==> config.mk <==
export PLATFORM = sky130hd
export DESIGN_NAME = alu_share_arbiter
export DESIGN_NICKNAME = d
export VERILOG_FILES = /design/src/rtl/alu_share_arbiter.sv
export SDC_FILE = /design/constraint.sdc
export NUM_CORES = 1
export LEC_CHECK = 0
export BUFFER_PORTS_ARGS = -buffer_cell sky130_fd_sc_hd__buf_2
export CAP_MARGIN = 20
export CELL_PAD_IN_SITES_DETAIL_PLACEMENT = 1
export CELL_PAD_IN_SITES_GLOBAL_PLACEMENT = 2
export CORE_AREA = 2 2 73 75
export DETAILED_ROUTE_END_ITERATION = 6
export DIE_AREA = 0 0 75 77
export PLACE_DENSITY = 0.87
export SETUP_SLACK_MARGIN = 0.4
export SLEW_MARGIN = 30
export SYNTH_ARGS = -nofsm -noshare
export SYNTH_HDL_FRONTEND = slang
export SYNTH_SLANG_ARGS = --single-unit
export TNS_END_PERCENT = 30
==> constraint.sdc <==
create_clock -name clock -period 1.7 [get_ports clock]
set_input_delay 0.34 -clock clock [delete_from_list [all_inputs] [get_ports clock]]
set_output_delay 0.34 -clock clock [all_outputs]
set_load 0.02 [all_outputs]
==> src/rtl/alu_share_arbiter.sv <==
// alu_share_arbiter
//   Lets two control units take turns on one shared combinational ALU.
//   A granted operation is copied into the ALU operand registers (IDLE).
//   The ALU output is captured one cycle later (EXEC).
//   A one-cycle done pulse goes back to the owner (RESP).
//   When both units are waiting, the one not served last wins.
//
// Ports
//   clock, reset_n      : rising-edge clock, asynchronous active-low reset
//   reqN, opN, aN, bN   : requester N request (held until doneN), opcode, operands
//   doneN               : one-cycle pulse, result belongs to requester N
//   result              : captured ALU result, held between operations
//   alu_op/alu_a/alu_b  : registered inputs to the shared ALU
//   alu_result          : combinational ALU output
//   busy                : high whenever an operation is in flight
//   grant_id            : requester currently or most recently granted
module alu_share_arbiter #(
  parameter int WIDTH = 6,
  parameter int OPW   = 3
) (
  input  logic             clock,
  input  logic             reset_n,
  input  logic             req0,
  input  logic [OPW-1:0]   op0,
  input  logic [WIDTH-1:0] a0,
  input  logic [WIDTH-1:0] b0,
  input  logic             req1,
  input  logic [OPW-1:0]   op1,
  input  logic [WIDTH-1:0] a1,
  input  logic [WIDTH-1:0] b1,
  output logic             done0,
  output logic             done1,
  output logic [WIDTH-1:0] result,
  output logic [OPW-1:0]   alu_op,
  output logic [WIDTH-1:0] alu_a,
  output logic [WIDTH-1:0] alu_b,
  input  logic [WIDTH-1:0] alu_result,
  output logic             busy,
  output logic             grant_id
);

  typedef enum logic [1:0] {
    IDLE = 2'd0,
    EXEC = 2'd1,
    RESP = 2'd2
  } state_t;

  state_t           state_r;
  state_t           state_s;
  logic             grant_vld_s;
  logic             grant_s;
  logic             rr_last_r;
  logic             grant_id_r;
  logic             done0_r;
  logic             done1_r;
  logic             busy_r;
  logic [WIDTH-1:0] result_r;
  logic [OPW-1:0]   alu_op_r;
  logic [WIDTH-1:0] alu_a_r;
  logic [WIDTH-1:0] alu_b_r;

  // Next-state selection and round-robin grant decision
  always_comb begin
    state_s     = state_r;
    grant_vld_s = 1'b0;
    grant_s     = 1'b0;
    case (state_r)
      IDLE: begin
        if (req0 && req1) begin
          // Contention: the requester not served last goes first
          grant_vld_s = 1'b1;
          grant_s     = ~rr_last_r;
          state_s     = EXEC;
        end else if (req0) begin
          grant_vld_s = 1'b1;
          grant_s     = 1'b0;
          state_s     = EXEC;
        end else if (req1) begin
          grant_vld_s = 1'b1;
          grant_s     = 1'b1;
          state_s     = EXEC;
        end else begin
          state_s = IDLE;
        end
      end
      EXEC:    state_s = RESP;
      RESP:    state_s = IDLE;
      default: state_s = IDLE;
    endcase
  end

  // State register
  always_ff @(posedge clock or negedge reset_n) begin
    if (!reset_n) begin
      state_r <= IDLE;
    end else begin
      state_r <= state_s;
    end
  end

  // Operand latch on grant, result capture, done pulses and arbitration history
  always_ff @(posedge clock or negedge reset_n) begin
    if (!reset_n) begin
      alu_op_r   <= {OPW{1'b0}};
      alu_a_r    <= {WIDTH{1'b0}};
      alu_b_r    <= {WIDTH{1'b0}};
      result_r   <= {WIDTH{1'b0}};
      grant_id_r <= 1'b0;
      rr_last_r  <= 1'b1;
      done0_r    <= 1'b0;
      done1_r    <= 1'b0;
      busy_r     <= 1'b0;
    end else begin
      // Operands are frozen from grant until the next grant
      if (grant_vld_s) begin
        alu_op_r   <= grant_s ? op1 : op0;
        alu_a_r    <= grant_s ? a1 : a0;
        alu_b_r    <= grant_s ? b1 : b0;
        grant_id_r <= grant_s;
      end
      // Leaving EXEC: capture the ALU output and raise the owner's done for RESP
      if (state_r == EXEC) begin
        result_r <= alu_result;
        done0_r  <= ~grant_id_r;
        done1_r  <= grant_id_r;
      end else begin
        done0_r <= 1'b0;
        done1_r <= 1'b0;
      end
      if (state_r == RESP) begin
        rr_last_r <= grant_id_r;
      end
      busy_r <= (state_s != IDLE);
    end
  end

  assign done0    = done0_r;
  assign done1    = done1_r;
  assign result   = result_r;
  assign alu_op   = alu_op_r;
  assign alu_a    = alu_a_r;
  assign alu_b    = alu_b_r;
  assign busy     = busy_r;
  assign grant_id = grant_id_r;

endmodule

==> flow_metrics.py <==
metrics = {
    "layout": {
        "syn2layout_area_growth_pct": 39.2,
        "drive_above_1_share": 0.500,
        "fin_cells": 254,
        "nFillCells": 612,
        "nets": 225,
        "n_antenna_cell": 0,
    },
    "die": {
        "die_area_um2": 5780,
        "core-area_um2": 4980,
        "dieWidth_um": 75,
        "start_util": 0.254,
        "ios": 65,
        "die_h_um": 77,
        "rows": 26,
    },
    "timing": {
        "hold_viol_final": 0,
        "setup_tns_ns": 0,
        "fin_ws_ns": 0.381,
        "slew_viol_final": 0,
        "relSlewSlack": 0.576,
        "layout_min_cycle_time_ns": 1.32,
        "finalCritPeriodShare": 0.776,
        "fin_skew_ns": 0.00306,
        "max_freq_ghz": 0.758,
        "setup_violations": 0,
        "rsz0062_at_grt": "yes",
        "tightest_slew_ns": 0.636,
    },
    "synth": {
        "synth.avg_cell_area_um2": 10.9,
        "ys_ff_latch": 28,
        "synth_warnings": 0,
        "netlist_instances": 116,
        "ys_types": 23,
        "syn_nets": 156,
        "yosysSeqAreaShare": 0.554,
        "syn_area_um2": 1270,
    },
    "clock_tree": {
        "cts_sinks": 28,
        "cts_buffers": 3,
        "clock_path_buffers": 2,
        "root_buffer": "clkbuf_8",
        "hold_buffers": 0,
        "htree_levels": 1,
        "path_clk_slew_ns": 0.10,
        "clk-insertion-delay-late_ns": 0.27,
        "cts_tree": "yes",
    },
    "detailed_routing": {
        "firstDrtPassIters": 4,
        "drt_iter0_markers": 44,
        "wl_per_cell_um": 15.7,
        "vias_per_cell": 4.66,
        "wl_um": 4000,
        "ant_nets": 0,
        "drc": 0,
        "vias": 1183,
    },
    "pwr": {
        "ir_drop_v": 0.000651,
        "combPwrFrac": 0.502,
        "p_sw_frac": 0.422,
        "power.switching_mw": 1.46,
        "p_int_mw": 2.00,
        "p_leak_nw": 0.854,
        "power.density_nw_per_um2": 1960,
        "p_clk_frac": 0.151,
        "seqPwrFrac": 0.346,
    },
    "placed_design": {
        "dp_slack_ns": 0.138,
        "dp_cells": 246,
        "gp_congestion": 0.718,
        "portBuffers": 64,
        "dpl.hpwl_um": 2760,
    },
    "grt": {
        "grt_pass1_vias": 1222,
        "grt_max_degree": 29,
        "grt_pass1_wl_um": 5950,
        "track_usage": 0.132,
        "overflow": 0,
        "antenna_found_initial": 0,
    },
    "worst_setup_path": {
        "critPathArrivalTime_ns": 1.50,
        "worst-setup-path-type": "reg2reg",
        "start_kind": "flop",
        "cp-end-kind": "flop",
        "path_max_fanout": 7,
        "cp.required_ns": 1.88,
    },
    "status": {
        "status": "finished, final reports clean",
    },
    "run": {
        "max_cap_violations": 0,
    },
    "worst_hold_path": {
        "min_path_type": "in2async",
    },
}
-- synth_stat cells --
library cell / instances / area [um^2]
o22ai_1: 1 / 6.26
a21oi_1: 13 / 65.1
or2_1: 1 / 6.26
a21bo_2: 1 / 10.0
clkbuf_1: 1 / 3.75
mux2_2: 6 / 67.6
o21ai_0: 14 / 70.1
o31ai_1: 14 / 105
buf_2: 1 / 5.00
a2bb2oi_1: 2 / 17.5
nor2_1: 16 / 60.1
dfrtp_1: 27 / 676
o21ai_2: 1 / 8.76
a21boi_4: 1 / 18.8
dfstp_2: 1 / 26.3
buf_6: 4 / 45.0
nand2_1: 1 / 3.75
inv_1: 4 / 15.0
clkbuf_8: 1 / 13.8
nor2_4: 1 / 11.3
nand2_2: 1 / 6.26
a211oi_1: 2 / 15.0
o21ai_1: 2 / 10.0
-- flip-flops by register name (all words and copies together) (netlist names) --
signal and flops:
busy 1, alu_a 6, result 6, state_r 2, grant_id 1, rr_last_r 1, alu_op 3, done1 1
alu_b 6, done0 1
-- layer usage --
layer	wire length (um)	GRT usage	vias to the layer above
li1	-	-	554
met1	1960	0.188	586
met2	1800	0.204	41
met3	221	0.0237	2
met4	21	0.0375	0
met5	0	0	-
-- metrics by stage --
stage / hold slack [ns] / power (mW) / util / instance area (um^2)
5_1_grt: 0.119 / 3.71 / 0.354 / 1760
4_1_cts: 0.0962 / 3.41 / 0.343 / 1710
6_report: 0.0795 / 3.46 / 0.354 / 1760
2_1_floorplan: 0.0444 / 2.34 / - / 1270
3_3_place_gp: 0.399 / 2.81 / 0.327 / 1630
3_5_place_dp: 0.404 / 2.86 / 0.327 / 1630
-- placed cells by master (no fill, tap or decap), types with 2 or more instances in the layout --
cell and count:
a21oi_1 13, a2bb2oi_1 2, buf_2 64, buf_4 4
clkbuf_8 3, dfrtp_1 26, inv_1 4, mux2_2 6
nor2_1 15, o21ai_0 14, o21ai_1 2, o31ai_1 13
-- power groups by stage --
stage | Clock (mW) | Combinational (mW) | Sequential [mW]
2_1_floorplan | 0 | 0.801 | 1.54
3_3_place_gp | 0 | 1.61 | 1.20
3_5_place_dp | 0 | 1.66 | 1.20
4_1_cts | 0.535 | 1.67 | 1.20
5_1_grt | 0.566 | 1.90 | 1.25
6_report | 0.524 | 1.74 | 1.20
-- area by class of cell --
| type | count | area [um^2] | share of cell area |
|---|---|---|---|
| clock buffer | 3 | 41.3 | 0.0234 |
| clock inverter | 1 | 30.0 | 0.0170 |
| inverter | 4 | 15.0 | 0.00852 |
| multi-input combinational | 79 | 524 | 0.297 |
| sequential | 28 | 703 | 0.399 |
| tap | 70 | 87.6 | 0.0497 |
| timing repair buffer | 69 | 362 | 0.205 |
-- path summary, 6_finish.rpt --
| path | start | endpoint | slack [ns] | depth (start not counted) |
|---|---|---|---|---|
| min in group clock | alu_result[0] | result[0]$_DFFE_PN0N_ | 0.30 | 2 |
| min reg2reg | grant_id$_DFFE_PN0P_ | done0$_DFF_PN0_ | 0.46 | 1 |
| max reg2reg | rr_last_r$_DFFE_PN1N_ | alu_op[1]$_DFFE_PN0P_ | 0.38 | 3 |
| max in group asynchronous | reset_n | state_r[0]$_DFF_PN0_ | 1.17 | 1 |
| min | reset_n | alu_op[0]$_DFFE_PN0P_ | 0.08 | 1 |
| max | rr_last_r$_DFFE_PN1N_ | alu_op[1]$_DFFE_PN0P_ | 0.38 | 3 |
-- kinds of logic after synthesis --
kind of cell / synth area share
flops: 0.554
mux: 0.0534
buf+inv: 0.0652
compound gates: 0.258
simple gates: 0.0692
-- timing repair --
item / in CTS / in global routing
hold endpoints to repair: 0 / 0
cloned: 0 / 2
setup endpoints to repair: 15 / 14
buffers inserted: 0 / 2
pin swaps: 0 / 3
gates resized for setup: 3 / 4
-- critical path, stage by stage, from the launching register on --
cell      delay (ns)
dfstp_2         0.43
a21boi_2        0.40
a21oi_1         0.14
o31ai_1         0.26
(Power assumes the default switching activity.)
